--- config.mk ---
export PLATFORM = sky130hd
export DESIGN_NAME = led_frame_ctrl
export DESIGN_NICKNAME = d
export VERILOG_FILES = /design/src/rtl/led_pkg.sv /design/src/rtl/led_frame_ctrl_gap_timer.sv /design/src/rtl/led_frame_ctrl.sv
export SDC_FILE = /design/constraint.sdc
export NUM_CORES = 1
export LEC_CHECK = 0
export ABC_AREA = 1
export CORE_MARGIN = 5
export CORE_UTILIZATION = 48
export CTS_BUF_LIST = sky130_fd_sc_hd__clkbuf_16
export DETAILED_ROUTE_END_ITERATION = 6
export MAX_ROUTING_LAYER = met4
export PLACE_DENSITY_LB_ADDON = 0.1
export SYNTH_ARGS = -nofsm -noshare
export SYNTH_HDL_FRONTEND = slang
export SYNTH_SLANG_ARGS = --single-unit
export TNS_END_PERCENT = 100
--- constraint.sdc ---
create_clock -name clk -period 2 [get_ports clk]
set_clock_uncertainty 0.15 [all_clocks]
set_input_delay 0.4 -clock clk [delete_from_list [all_inputs] [get_ports clk]]
set_output_delay 0.4 -clock clk [all_outputs]
set_load 0.02 [all_outputs]
--- src/rtl/led_pkg.sv ---
// led_pkg: shared types and defaults for the LED frame controller.
//   state_e          - frame controller FSM states
//   rgb_t            - 24-bit pixel as sent to the serializer
//   LATCH_CYCLES_DEF - default post-frame latch gap (50 us at 48 MHz)
//   GAP_CNT_W        - width of the gap down-counter
package led_pkg;

  typedef enum logic [2:0] {
    ST_IDLE,
    ST_RD_LO,
    ST_RD_HI,
    ST_CAP_HI,
    ST_PRESENT,
    ST_GAP
  } state_e;

  typedef logic [23:0] rgb_t;

  localparam int LATCH_CYCLES_DEF = 2400;
  localparam int GAP_CNT_W        = 24;

endpackage

--- src/rtl/led_frame_ctrl_gap_timer.sv ---
// gap_timer: down-counter that times the post-frame latch gap.
//   clk, reset - clock and asynchronous active-low reset
//   load       - load LOAD_VAL-1 (the cycle before the gap starts)
//   en         - high for every gap cycle; counts down while non-zero
//   expire     - high in the last of LOAD_VAL enabled cycles
module gap_timer
  import led_pkg::*;
#(
  parameter int CNT_W    = GAP_CNT_W,
  parameter int LOAD_VAL = LATCH_CYCLES_DEF
) (
  input  logic clk,
  input  logic reset,
  input  logic load,
  input  logic en,
  output logic expire
);

  logic [CNT_W-1:0] cnt_q, cnt_d;

  always_comb begin
    cnt_d = cnt_q;
    if (load) begin
      cnt_d = CNT_W'(LOAD_VAL - 1);
    end else if (en && (cnt_q != '0)) begin
      cnt_d = cnt_q - CNT_W'(1);
    end
  end

  always_ff @(posedge clk or negedge reset) begin
    if (!reset) begin
      cnt_q <= '0;
    end else begin
      cnt_q <= cnt_d;
    end
  end

  // Counter starts at LOAD_VAL-1, so reaching zero marks the LOAD_VAL-th cycle.
  assign expire = en && (cnt_q == '0);

endmodule

--- src/rtl/led_frame_ctrl.sv ---
// led_frame_ctrl: reads NUM_LEDS pixels (two SPRAM words each) and hands them
// to an LED serializer, then holds a latch gap. Host writes share the SPRAM
// port and are granted only while idle or in the gap.
//   clk, reset                 - clock, asynchronous active-low reset
//   wr_req/wr_addr/wr_data     - host write, held until wr_ack pulses
//   frame_start                - refresh request (remembered one-deep if busy)
//   busy, frame_done           - status; frame_done pulses after the gap
//   mem_addr/mem_wdata/mem_we  - SPRAM port; mem_rdata arrives one cycle later
//   pix_rgb/pix_valid/pix_ready- pixel stream to the serializer
//   dbg_state                  - current FSM state
// Handshake: a pixel transfers in a cycle where pix_valid and pix_ready are
// both high; pix_valid and pix_rgb stay stable until that cycle.
module led_frame_ctrl
  import led_pkg::*;
#(
  parameter int          NUM_LEDS     = 8,
  parameter logic [13:0] BASE_ADDR    = 14'd0,
  parameter int          LATCH_CYCLES = LATCH_CYCLES_DEF
) (
  input  logic        clk,
  input  logic        reset,
  input  logic        wr_req,
  input  logic [13:0] wr_addr,
  input  logic [15:0] wr_data,
  output logic        wr_ack,
  input  logic        frame_start,
  output logic        busy,
  output logic        frame_done,
  output logic [13:0] mem_addr,
  output logic [15:0] mem_wdata,
  output logic        mem_we,
  input  logic [15:0] mem_rdata,
  output rgb_t        pix_rgb,
  output logic        pix_valid,
  input  logic        pix_ready,
  output state_e      dbg_state
);

  localparam int IDX_W = 12;

  state_e            state_q, state_d;
  logic [IDX_W-1:0]  idx_q, idx_d;
  logic              pend_q, pend_d;
  logic [15:0]       lo_q, lo_d;
  logic [7:0]        hi_q, hi_d;
  logic              done_q, done_d;

  logic              grant;
  logic              gap_load;
  logic              gap_expire;
  logic              last_pix;
  logic [13:0]       lo_addr;
  logic [13:0]       hi_addr;

  // 14-bit sums wrap naturally past the top of the SPRAM.
  assign lo_addr  = BASE_ADDR + {1'b0, idx_q, 1'b0};
  assign hi_addr  = lo_addr + 14'd1;
  assign last_pix = (idx_q == IDX_W'(NUM_LEDS - 1));
  assign grant    = wr_req && ((state_q == ST_IDLE) || (state_q == ST_GAP));

  always_comb begin
    state_d   = state_q;
    idx_d     = idx_q;
    pend_d    = pend_q | frame_start;
    lo_d      = lo_q;
    hi_d      = hi_q;
    done_d    = 1'b0;
    gap_load  = 1'b0;
    mem_addr  = BASE_ADDR;
    mem_wdata = 16'd0;
    mem_we    = 1'b0;
    wr_ack    = 1'b0;
    pix_valid = 1'b0;

    if (grant) begin
      mem_addr  = wr_addr;
      mem_wdata = wr_data;
      mem_we    = 1'b1;
      wr_ack    = 1'b1;
    end

    case (state_q)
      ST_IDLE: begin
        // A granted write owns the port; a coinciding start stays pending.
        if (!grant && (frame_start || pend_q)) begin
          state_d = ST_RD_LO;
          idx_d   = '0;
          pend_d  = 1'b0;
        end
      end
      ST_RD_LO: begin
        mem_addr = lo_addr;
        state_d  = ST_RD_HI;
      end
      ST_RD_HI: begin
        mem_addr = hi_addr;
        lo_d     = mem_rdata;
        state_d  = ST_CAP_HI;
      end
      ST_CAP_HI: begin
        mem_addr = hi_addr;
        hi_d     = mem_rdata[7:0];
        state_d  = ST_PRESENT;
      end
      ST_PRESENT: begin
        // Address held on the hi word so a stall shows no port activity.
        mem_addr  = hi_addr;
        pix_valid = 1'b1;
        if (pix_ready) begin
          if (last_pix) begin
            state_d  = ST_GAP;
            gap_load = 1'b1;
          end else begin
            idx_d   = idx_q + IDX_W'(1);
            state_d = ST_RD_LO;
          end
        end
      end
      ST_GAP: begin
        if (gap_expire) begin
          state_d = ST_IDLE;
          done_d  = 1'b1;
        end
      end
      default: state_d = ST_IDLE;
    endcase
  end

  always_ff @(posedge clk or negedge reset) begin
    if (!reset) begin
      state_q <= ST_IDLE;
      idx_q   <= '0;
      pend_q  <= 1'b0;
      lo_q    <= 16'd0;
      hi_q    <= 8'd0;
      done_q  <= 1'b0;
    end else begin
      state_q <= state_d;
      idx_q   <= idx_d;
      pend_q  <= pend_d;
      lo_q    <= lo_d;
      hi_q    <= hi_d;
      done_q  <= done_d;
    end
  end

  gap_timer #(
    .CNT_W   (GAP_CNT_W),
    .LOAD_VAL(LATCH_CYCLES)
  ) u_gap_timer (
    .clk   (clk),
    .reset (reset),
    .load  (gap_load),
    .en    (state_q == ST_GAP),
    .expire(gap_expire)
  );

  assign pix_rgb    = {hi_q, lo_q};
  assign busy       = (state_q != ST_IDLE);
  assign frame_done = done_q;
  assign dbg_state  = state_q;

endmodule
==> results of run 1 <==
-- timing repair --
action                                  4_1_cts  5_1_grt
pin swaps                                     2        8
resized for setup                           194       89
hold buffers                                  1        0
setup buffers                                10       10
gates cloned                                  1        0
endpoints found under the setup margin       37       70
hold endpoints to repair                     20        0
-- registers in the layout, indices dropped and copies added, names as in the netlist --
name and count:
lo_q 16, idx_q 12, frame_done 1, pend_q 1, u_gap_timer.cnt_q 24, hi_q 8, dbg_state 3
-- metrics by stage --
| step | TNS [ns] | instances | utilization, % | hold WS [ns] |
|---|---|---|---|---|
| 4_1_cts | -5.811 | 821 | 72.05 | 0.3427 |
| 6_report | -7.238 | 829 | 76.19 | 0.3369 |
| 3_3_place_gp | -15.20 | 794 | 67.16 | 0.2778 |
| 3_5_place_dp | -16.24 | 794 | 67.16 | 0.2903 |
| 5_1_grt | -9.721 | 829 | 76.19 | 0.3631 |
| 2_1_floorplan | -0.2365 | 555 | - | -0.04559 |
-- path summary, 6_finish.rpt --
kind	from	to	slack, ns
hold reg to reg	hi_q[5]	hi_q[5]	0.34
setup reg to reg	dbg_state[1]	idx_q[3]	0.12
hold / removal	hi_q[5]	hi_q[5]	0.34
max in group asynchronous	reset	lo_q[9]	0.70
setup / recovery	dbg_state[2]	mem_addr[9]	-0.27
min in group asynchronous	reset	idx_q[5]	0.45
-- synthesized netlist by cell type --
| cell type | instances | area share [%] |
|---|---|---|
| ha_1 | 3 | 0.95 |
| nand2_2 | 3 | 0.48 |
| o21a_1 | 1 | 0.19 |
| clkbuf_1 | 2 | 0.19 |
| mux2_2 | 8 | 2.3 |
| dfrtp_1 | 65 | 41 |
| o21ai_1 | 13 | 1.7 |
| or2_2 | 2 | 0.32 |
| nand2_1 | 152 | 14 |
| inv_2 | 5 | 0.48 |
| nor2_2 | 3 | 0.48 |
| clkbuf_2 | 1 | 0.13 |
| nand4_2 | 1 | 0.32 |
| nand3_2 | 1 | 0.25 |
| o21bai_1 | 1 | 0.19 |
| buf_6 | 3 | 0.86 |
| nand3b_1 | 1 | 0.19 |
| nand4_1 | 28 | 4.4 |
| inv_1 | 65 | 6.2 |
| xor2_1 | 5 | 1.1 |
| xnor2_1 | 2 | 0.44 |
| o21ai_4 | 1 | 0.41 |
| o21ai_0 | 31 | 3.9 |
| o21ai_2 | 2 | 0.44 |
| nor4_1 | 1 | 0.16 |
| a21o_1 | 3 | 0.57 |
| nor2_1 | 77 | 7.3 |
| nand3_1 | 56 | 7.1 |
| buf_2 | 8 | 1.0 |
| nor2_4 | 3 | 0.86 |
| buf_4 | 3 | 0.57 |
| and2_1 | 1 | 0.16 |
| nor3_1 | 4 | 0.51 |
-- power groups by stage --
stage / Combinational, mW / Clock (mW) / Sequential (mW)
final: 0.387 / 1.59 / 1.33
after global routing: 0.412 / 1.68 / 1.33
after CTS: 0.344 / 1.61 / 1.33
after detailed placement: 0.331 / 0 / 1.35
after global placement: 0.324 / 0 / 1.35
after floorplan: 0.0968 / 0 / 1.36
-- layer usage --
layer | global-route usage (%) | routed length (um) | vias to the layer above
met4 | 6.839 | 91 | 0
met2 | 39.49 | 5653 | 175
met3 | 5.398 | 1024 | 8
met1 | 29.41 | 5095 | 1983
li1 | - | - | 2113
met5 | - | 0 | -
-- worst max-delay path: stages, from the launching register on --
cell	delay (ns)
dfrtp_2	0.46
buf_6	0.14
nor2_4	0.04
o21ai_4	0.21
clkinv_4	0.13
buf_4	0.16
nand2_1	0.07
o21ai_2	0.06
buf_6	0.13
-- kinds of logic after synthesis --
| family | count (synthesis) |
|---|---|
| xor gates and xnor gates | 7 |
| muxes | 8 |
| and+or+nand+nor | 333 |
| buffers and inverters | 87 |
| adders and majority gates | 3 |
| AOI/OAI and AO/OA | 52 |
| DFF | 65 |
-- final cells by class --
| cell class | instances | area [um^2] |
|---|---|---|
| fillers | 608 | 1927 |
| clock buffers | 9 | 225.2 |
| repair buffers | 170 | 1650 |
| multi-input cells | 403 | 2178 |
| well taps | 105 | 131.4 |
| inverters | 70 | 272.8 |
| clock inverters | 7 | 77.57 |
| flip-flops and latches | 65 | 1630 |
==> impl_results.md, run 1 <==
- Synth Area in Simple Gates: between 30% and 40%
- Post-synthesis adder-cell area fraction: less than 1%
- First-pass GRT wire length: around 19000 um
- I/O Buffers: 112
- Synth Area in XOR/XNOR: between 1.5 and 2%
- Synth warnings: 0
- Commonest non-fill, non-tap cell in the layout: nand2_1
- Clock share of power: about 48%
- Fin crit period: about 2.3 ns
- Post-Syn Area: approximately 0.004 mm^2
- Layout cell share with drive strength beyond 1: around 25%
- Leakage: ~3.0 nW
- Post-synthesis mux area share: 2.286%
- Placed cell areas: between 0.005 and 0.006 mm^2
- Crit path required time: roughly 1.5 ns
- Vias per inst: 5.162
- Worst Tran Pin Value: around 0.60 ns
- Max Buffers Root-to-Sink: 2
- Sequential share of the synthesized area: about two fifths
- Dpl ws: -0.5819 ns
- CP endpoint kind: output pin
- Worst Setup Start Kind: flip-flop
- Mapped Cells: roughly 560
- Slew Viols, Final: 0
- Core area: ~0.0081 mm^2
- Slack of the critical path: -0.2659 ns
- Failing checks: setup timing
- Clk sink count: 65
- Most frequent cells in the layout: 149 x nand2_1, 74 x clkdlybuf4s50_1, 62 x inv_1, 62 x dfrtp_1, 58 x nor2_1
- Clk root buf: clkbuf_16
- Cell area power density: around 540 mW/mm^2
- Width of the die: ~100 um
- Net Sw Frac: a little under a quarter
- CTS tree: done
- Initial Utilization: between 40% and 50%
- Max-cap violations: 0
- DR DRC count: 0
- Total track usage: between 20% and 30%
- Vias: between 4000 and 5000
- Wire per inst: around 14 um
- Sequential share of power: around 40%
- Min-Delay Path Class: flip-flop to flip-flop
- Final period util: 113.3%
- Global route overflow: 0
- H-tree level count: 3
- Logic gate share of total power: 11.7%
- # nets final: ~770
- Normalized max-slew margin: 59.81%
- Cell area after layout: a little over 0.006 mm^2
- Status: complete, but fails checks
- Yosys reg bits: 65
- Worst Setup Path Type: flip-flop to output pin
- Skew-Pair Late Insertion Delay: ~0.33 ns
- DR pass1 iterations: 5
- Syn_area_per_cell: roughly 7 um^2
- Post-route ant nets: 0
- Synth Net Count: between 600 and 700
- Routed wire length: between 10000 and 15000 um
- Worst reg-to-reg path cell count: 11
- Diodes inserted: 0
- Final Hold Fails: 0
- Fmax: roughly 440 MHz
- Final RePlAce weighted congestion: around 0.95
- Number of global-route vias before repair: between 4000 and 5000
- Synth Area in Compound Gates: 7.399%
- Peak supply drop: 472.3 uV
- Area Overhead vs Synth: 56.49%
- Post-synth cell types: 33
- Initial DRC count: 196
- Sw power: just under 0.8 mW
- CP arrival: about 1.7 ns
- Worst hold path depth: 2
- CTS Buf Count: 9
- Row Count: 33
- Detail Placement HPWL: about 8500 um
- RSZ-0062 raised after global routing: yes
- Area of the die: ~0.010 mm^2
- Internal Dissipation: about 2.5 mW
- Antenna violations before repair: 0
- Maximum fanout along the worst path: 8
- Worst-path clk slew: ~0.06 ns
- Die H: about 100 um
- # IOs: approximately 110
- Count of final setup violators: 33
- Largest net degree at the start of global routing: 26
- Main combinational cell family by area after synthesis: simple AND/OR/NAND/NOR gates
- Pwr Total: approximately 3.3 mW
No activity file was read; power rests on OpenSTA's default activity.
==> run 2, diff against run 1 <==
GPL_TIMING_DRIVEN = 0   (was default)
==> run 2 against run 1 <==
Against the previous run: the flow still finishes with violations (setup timing); combinational power shrank 2%; clock-buffer cell count is the same; setup slack lost 0.051 ns; power grew 4.2%; critical endpoint is now mem_wdata[5].
==> impl_results.md, run 2 (synthesis gave the netlist of run 1 again) <==
- Normalized max-slew margin: between 40% and 50%
- Slack of the critical path: -0.3164 ns
- CTS tree: done
- Top flop regs: u_gap_timer.cnt_q: 24 flops, lo_q: 16 flops, idx_q: 12 flops
- Most frequent cells in the layout: 139 x nand2_1, 74 x clkdlybuf4s50_1, 64 x nor2_1, 60 x inv_1, 60 x dfrtp_1
- Worst Setup Path Type: flip-flop to output pin
- Max Buffers Root-to-Sink: 2
- # nets final: between 700 and 800
- Worst-path clk slew: around 0.06 ns
- DR pass1 iterations: 5
- Failing checks: setup timing
- Max-cap violations: 0
- Count of final setup violators: 34
- Largest net degree at the start of global routing: 66
- Status: complete, but fails checks
- # IOs: about 110
- Post-route ant nets: 0
- Fin crit period: around 2.3 ns
- CTS Buf Count: 9
- Hold slack: between 0.002 and 0.0025 ns
- Final period util: 115.8%
- Worst Setup Start Kind: flip-flop
- Antenna violations before repair: 0
- Wire per inst: 15.59 um
- I/O Buffers: roughly 110
- Vias: roughly 4400
- Clk sink count: 65
- Dpl ws: -0.6854 ns
- Commonest non-fill, non-tap cell in the layout: nand2_1
- Pwr Total: around 3.4 mW
- Initial Utilization: about 49%
- Core area: roughly 0.0081 mm^2
- Area of the die: approximately 0.010 mm^2
- First-pass GRT wire length: about 20000 um
- Total track usage: 24.95%
- Reg2reg setup slack: 0.04 ns
- Maximum fanout along the worst path: 5
- DR DRC count: 0
- Leakage: around 3 nW
- Placed cell areas: ~0.0052 mm^2
- Peak supply drop: 567.0 uV
- Layout cell share with drive strength beyond 1: about a quarter
- Die H: about 100 um
- Final RePlAce weighted congestion: 0.9262
- Clk root buf: clkbuf_16
- Worst Tran Pin Value: 0.8288 ns
- Row Count: 33
- Initial DRC count: approximately 370
- Fmax: about 430 MHz
- Largest Register: u_gap_timer.cnt_q
- Fill count: roughly 570
- Vias per inst: between 5 and 6
- RR Endpoint: dbg_state[0]
- RSZ-0062 raised after global routing: yes
- Worst reg-to-reg path cell count: 7
- Width of the die: ~100 um
- Min-Delay Path Class: primary input to asynchronous set/reset pin
- Largest register FFs: 24
- Crit path required time: 1.45 ns
- Routed wire length: between 10000 and 15000 um
- Cell area after layout: approximately 0.0062 mm^2
- Slew Viols, Final: 0
- H-tree level count: 3
- Global route overflow: 0
- R2R Path Start: u_gap_timer.cnt_q[4]
- Diodes inserted: 0
- CP endpoint kind: output pin
- Area Overhead vs Synth: 58.24%
- Cell area power density: around 550 mW/mm^2
- CP arrival: 1.77 ns
- Skew-Pair Late Insertion Delay: 0.34 ns
- Detail Placement HPWL: roughly 8400 um
- Final Hold Fails: 0
- Setup TNS Final: -8.832 ns
- Number of global-route vias before repair: 4133
==> run 2: what timing repair did <==
action	in CTS	in global routing
cloned	3	1
resized for setup	229	65
hold buffers	0	0
pin swaps	7	14
setup buffers	15	23
setup endpoints to repair	59	71
==> run 2: worst max-delay path by stage <==
stage / startpoint / end / slack, ns / cells after the start
final: dbg_state[0] / mem_wdata[5] / -0.32 / 8
after CTS: dbg_state[0] / mem_wdata[7] / -0.30 / 8
after floorplan: dbg_state[0] / mem_addr[11] / -0.06 / 7
after detailed placement: wr_req / mem_addr[4] / -0.69 / 7
after global routing: dbg_state[0] / mem_addr[1] / -0.40 / 9
after global placement: reset / dbg_state[0] / -2.08 / 1
==> run 2: routing by layer <==
| layer | GRT usage [%] | share of wire [%] | vias to the layer above |
|---|---|---|---|
| met3 | 4.637 | 10 | 18 |
| li1 | - | - | 2119 |
| met1 | 32.61 | 41 | 2051 |
| met4 | 8.290 | 1.5 | 0 |
| met5 | - | 0 | - |
| met2 | 39.19 | 47 | 241 |
==> run 2: critical path: stages (launching register included) <==
cell,delay (ns)
dfrtp_2,0.48
nor2_4,0.16
inv_4,0.06
nor2_4,0.12
o21ai_4,0.09
buf_4,0.16
buf_6,0.12
nor2_1,0.09
buf_4,0.15
==> run 2: final cells by class <==
type | count | area, um^2 | area share [%]
multi-input combinational | 404 | 2223 | 35.66
sequential | 65 | 1633 | 26.19
timing repair buffer | 151 | 1480 | 23.74
inverter | 70 | 280.3 | 4.495
clock buffer | 9 | 225.2 | 3.612
buffer | 17 | 157.7 | 2.529
tap | 105 | 131.4 | 2.107
clock inverter | 7 | 103.9 | 1.666
==> run 2: power breakdown <==
part	switching (mW)	internal, mW
clock	0.625	1.10
sequential	0.00406	1.32
combinational	0.174	0.207
==> run 2: stage by stage <==
step,utilization [%],instances
after detailed placement,64.49,772
after CTS,71.83,806
after global placement,64.52,772
final,77.04,828
after floorplan,-,555
after global routing,77.04,828
==> run 3, diff against run 2 <==
CAP_MARGIN = 20   (was default)
==> results of run 3 <==
The final DEF is identical to that of run 2; final timing and power are the same.
==> patch 1 (settings of run 3) <==
`GAP_CNT_W`: 24 -> 48.
--- a/src/rtl/led_pkg.sv
+++ b/src/rtl/led_pkg.sv
@@ -18,5 +18,5 @@
 
   localparam int LATCH_CYCLES_DEF = 2400;
-  localparam int GAP_CNT_W        = 24;
+  localparam int GAP_CNT_W        = 48;
 
 endpackage
Function: no difference found for any inputs over 10 cycles, from zero or initial values and one cycle with reset low; that may be too few to reach the edited logic, so the function may still have changed.
==> patch 1 against run 3 <==
- the run still ends with negative setup slack left
- routed wire length is 80% higher
- critical path type unchanged
- die area is 40% higher
- synthesized area is 45% higher
- non-clock buffer count is 71 higher
- maximum frequency is 8.8% lower
- sequential cell count is 24 higher
- utilization is 2.7 points higher
- setup slack worse by 0.22 ns
- cell area is 47% higher
Power is left out: it rests on default switching activity, and per cell area and clock period it moved more than threefold.
==> patch 1: results (changes against run 3) <==
* Maximum number of pins on one net before global-route repair at 61 (-7.6%)
* Biggest regs: u_gap_timer.cnt_q: 48 flops, lo_q: 16 flops, idx_q: 12 flops
* Worst R2R Path Depth at 14 (+7)
* R2r setup slk at -0.17 ns (-0.21 ns)
* Smallest setup slack after layout at -0.540 ns (-0.224 ns)
* Hold Path Class: reg -> reg
* Met3 wire length at 1900 um (+47%)
* Critical path arrival at 1.99 ns (+0.22 ns)
* Final non-filler cell total at 1203 (+45%)
* Largest stage delay, worst path at 0.45 ns (-0.03 ns)
* DRT met1 WL at 8570 um (+61%)
* Least-Margin Pin Slew at 0.581 ns (-0.248 ns)
* Syn nets at 883 (+45%)
* CTS clk-pin slew, worst paths at 0.08 ns (+0.02 ns)
* Nets at 1109 (+44%)
* Global placer's final weighted congestion at 0.973 (+5.1%)
* Global-route wire length before repair at 33900 um (+72%)
* DR top layer: met4
* Top post-synthesis cells by area: dfrtp_1 (39%), nand2_1 (15%), nor2_1 (9.1%), nand3_1 (7.7%), inv_1 (5.0%)
* Hold_ws at 0.353 ns (+0.351 ns)
* Hold Crit Start: hi_q[1]
* Reg2reg start: u_gap_timer.cnt_q[1]
* DR WL met2 at 11500 um (+89%)
* Number of diodes at 0 (unchanged)
* Cell family with most CP delay: buffers and inverters
* Share of cells above drive strength 1 at 35.5% (+9.6 points)
* GRT Total Usage at 30.7% (+5.8 points)
* Final HPWL DP at 14500 um (+73%)
* Seq/Total Area, Yosys at 39.1% (-2.2 points)
* DRT iter0 DRCs at 796 (+110%)
* Status: finished with violations
* Via Count at 7002 (+58%)
* Post-synth top cells: nand2_1 (232), nor2_1 (138), dfrtp_1 (89)
* Final setup fails at 78 (+130%)
* First-pass DRT Iterations at 5 (unchanged)
* Failing checks: negative setup slack
* Dpl ws at -0.760 ns (-0.0750 ns)
* Wire per inst at 19.3 um (+24%)
* Post-Syn Instances at 829 (+49%)
* Clock root buffer: clkbuf_16
* Skew-Pair Late Insertion Delay at 0.37 ns (+0.03 ns)
* Number of global-route vias before repair at 6762 (+64%)
* Launch point of the worst path: dbg_state[1]
-- patch 1: worst min-delay path, stage by stage, from the launching register on --
cell     delay (ns)
dfrtp_1        0.35
nand2_1        0.05
o21ai_0        0.06
-- patch 1: timing repair --
action / CTS / global route
hold endpoints to repair: 29 / 0
pin swaps: 23 / 60
setup buffers: 61 / 38
endpoints found under the setup margin: 86 / 90
hold buffers: 1 / 0
cloned: 7 / 3
gates resized for setup: 274 / 158
-- patch 1: kinds of logic after synthesis --
logic type               count (synthesis)  share of synthesized area [%]
flip-flops                              89                           39.1
AO/OA/AOI/OAI                           60                           5.78
AND/OR/NAND/NOR                        528                           40.2
adder cells (fa/ha/maj)                  3                          0.659
buffers and inverters                  114                           8.56
XOR/XNOR                                27                           4.15
multiplexers                             8                           1.58
-- patch 1: final cells by class --
type,instances,area [um^2]
multi-input combinational,627,3700
fill,748,2330
sequential,89,2240
timing repair buffer,215,2150
inverter,88,345
buffer,24,253
clock buffer,9,225
tap,143,179
clock inverter,7,81.3
timing repair inverter,1,7.51
-- patch 1: per-layer routing --
layer | track usage (%) | up-vias
met2 | 51.7 | 427
li1 | - | 3125
met4 | 14.2 | 0
met3 | 5.40 | 115
met5 | - | -
met1 | 35.9 | 3335
-- patch 1: worst paths after layout --
path,to
min in group asynchronous,u_gap_timer.cnt_q[40]
worst max register to register,u_gap_timer.cnt_q[6]
max in group asynchronous,u_gap_timer.cnt_q[35]
worst min-delay path,hi_q[1]
worst min register to register,hi_q[1]
worst max-delay path,mem_addr[12]
-- patch 1: per-stage QoR --
stage,area [um^2],TNS (ns)
after floorplan,5860,-0.609
after global placement,7160,-297.12
after detailed placement,7180,-34.14
after CTS,8430,-12.79
after global routing,9180,-23.93
final,9180,-18.29
==> patch 2 (config.mk and constraints of run 3) <==
Made on the original files. Register the output `pix_rgb`, without a reset; this adds one clock of latency there. The other outputs are not delayed to match. Comments in the files are not updated.
--- a/src/rtl/led_frame_ctrl.sv
+++ b/src/rtl/led_frame_ctrl.sv
@@ -156,5 +156,7 @@
   );
 
-  assign pix_rgb    = {hi_q, lo_q};
+  always_ff @(posedge clk) begin
+    pix_rgb <= {hi_q, lo_q};
+  end
   assign busy       = (state_q != ST_IDLE);
   assign frame_done = done_q;
Function: changed (Yosys sat finds a counterexample within 4 cycles, from zero or initial values and one cycle with reset low).
==> patch 2 against run 3 <==
- global-route usage decreased by 0.76 points
- the flow finishes with violations (negative hold slack, negative setup slack)
- first-iteration DRC count decreased by 27%
- critical path type unchanged
- setup slack improved by 0.011 ns
- cell area increased by 11%
- sequential cell count increased by 24
- utilization increased by 1.8 points
- synthesized area increased by 11%
- routed wire length increased by 14%
- count of clock-buffer cells in the layout unchanged
Power is not compared: it rests on default switching activity, and its combinational part moved more than twofold at a synthesized area within 25%.
==> patch 2: results (changes against run 3) <==
* Seq/Total Area, Yosys at 48.3% (+7.1 points)
* Post-DRT Antenna Nets at 0 (unchanged)
* DR top layer: met4
* Setup bufs post-CTS at 20 (+5)
* Maximum VDD drop at between 0.001 and 0.0015 V
* Mux share of post-synthesis cell area at 2.07% (-0.22 points)
* Met2 usage at 41.4% (+2.2 points)
* Crit-path max FO at 6 (+1)
* Status: finished with violations
* Fraction of registers with async set/reset at 73.0% (-27 points)
* Fin. Hold Viols at 2 (+2)
* DRT iter0 DRCs at 271 (-27%)
* First-pass DRT Iterations at 6 (+1)
* Nets at 792 (+2.6%)
* CTS H-tree lvls at 3 (unchanged)
* Biggest regs: pix_rgb: 24 flops, u_gap_timer.cnt_q: 24 flops, lo_q: 16 flops
* Global-route wire length before repair at 21100 um (+7.2%)
* Num CTS Buffers at 9 (unchanged)
* Top post-synthesis cells by area: dfrtp_1 (37%), nand2_1 (14%), dfxtp_1 (11%), nor2_1 (6.5%), inv_1 (4.8%)
* Number of global-route vias before repair at 4465 (+8.0%)
* Smallest setup slack after layout at -0.306 ns (+0.0106 ns)
* R2r setup slk at -0.08 ns (-0.12 ns)
* DR vias/cell at 5.50 (+2.8%)
* Failing checks: negative hold slack, negative setup slack
* Launch point of the worst path: dbg_state[2]
* Final HPWL DP at 8500 um (+1.5%)
* Post-Synth XOR/XNOR Area at 2.01% (+0.45 points)
* Yosys Warn Count at 0 (unchanged)
* Hold_ws at -0.00524 ns (-0.00741 ns)
* Worst R2R Path Depth at 13 (+6)
* Post-CTS Resized at 230 (+0.44%)
* Least-Margin Pin Slew at 0.854 ns (+0.0250 ns)
* Netlist cell types at 33 (unchanged)
* Final setup fails at 62 (+82%)
* Worst Setup EP: mem_addr[5]
* Share of cells above drive strength 1 at 29.1% (+3.2 points)
* GRT Total Usage at 24.2% (-0.76 points)
* Met3 usage at 5.99% (+1.4 points)
* Post-synth top cells: nand2_1 (165), nor2_1 (75), dfrtp_1 (65)
* Wire per inst at 17.4 um (+11%)
* Post-synthesis adder-cell area fraction at 0.861% (-0.091 points)
* R2r endpoint: u_gap_timer.cnt_q[3]
* DRT met1 WL at 5420 um (+2.1%)
* Combinational Power Share at 55.3%
* Leak Pwr at about 3.3 nW
* Post-synthesis compound-gate area fraction at 6.72% (-0.68 points)
* FILL cells at 535 (-5.3%)
* Reg2reg start: dbg_state[0]
* M1 GR Usage at 28.0% (-4.7 points)
* Global placer's final weighted congestion at 0.909 (-1.9%)
* Critical path arrival at 1.76 ns
* DR WL met2 at 7770 um (+27%)
* Met3 wire length at 1080 um (-17%)
* Syn nets at 621 (+2.0%)
## patch 2: through the flow
step | setup TNS (ns) | cells | power, mW | cell area (um^2) | setup slack [ns]
6_report | -9.13 | 851 | 11.0 | 6940 | -0.306
3_5_place_dp | -19.97 | 787 | 7.50 | 5650 | -0.710
3_3_place_gp | -140.96 | 787 | 7.35 | 5660 | -2.12
2_1_floorplan | 0 | 567 | 5.77 | 4400 | 0.00426
5_1_grt | -13.83 | 851 | 11.6 | 6940 | -0.376
4_1_cts | -7.47 | 822 | 9.97 | 6280 | -0.303
## patch 2: layout make-up
type	count	area (um^2)	share of cell area, %
Buffer	13	128	1.84
Clock buffer	9	225	3.24
Clock inverter	7	95.1	1.37
Inverter	65	262	3.77
Multi-Input combinational cell	398	2340	33.7
Sequential cell	89	2110	30.4
Tap cell	108	135	1.95
Timing Repair Buffer	162	1650	23.8
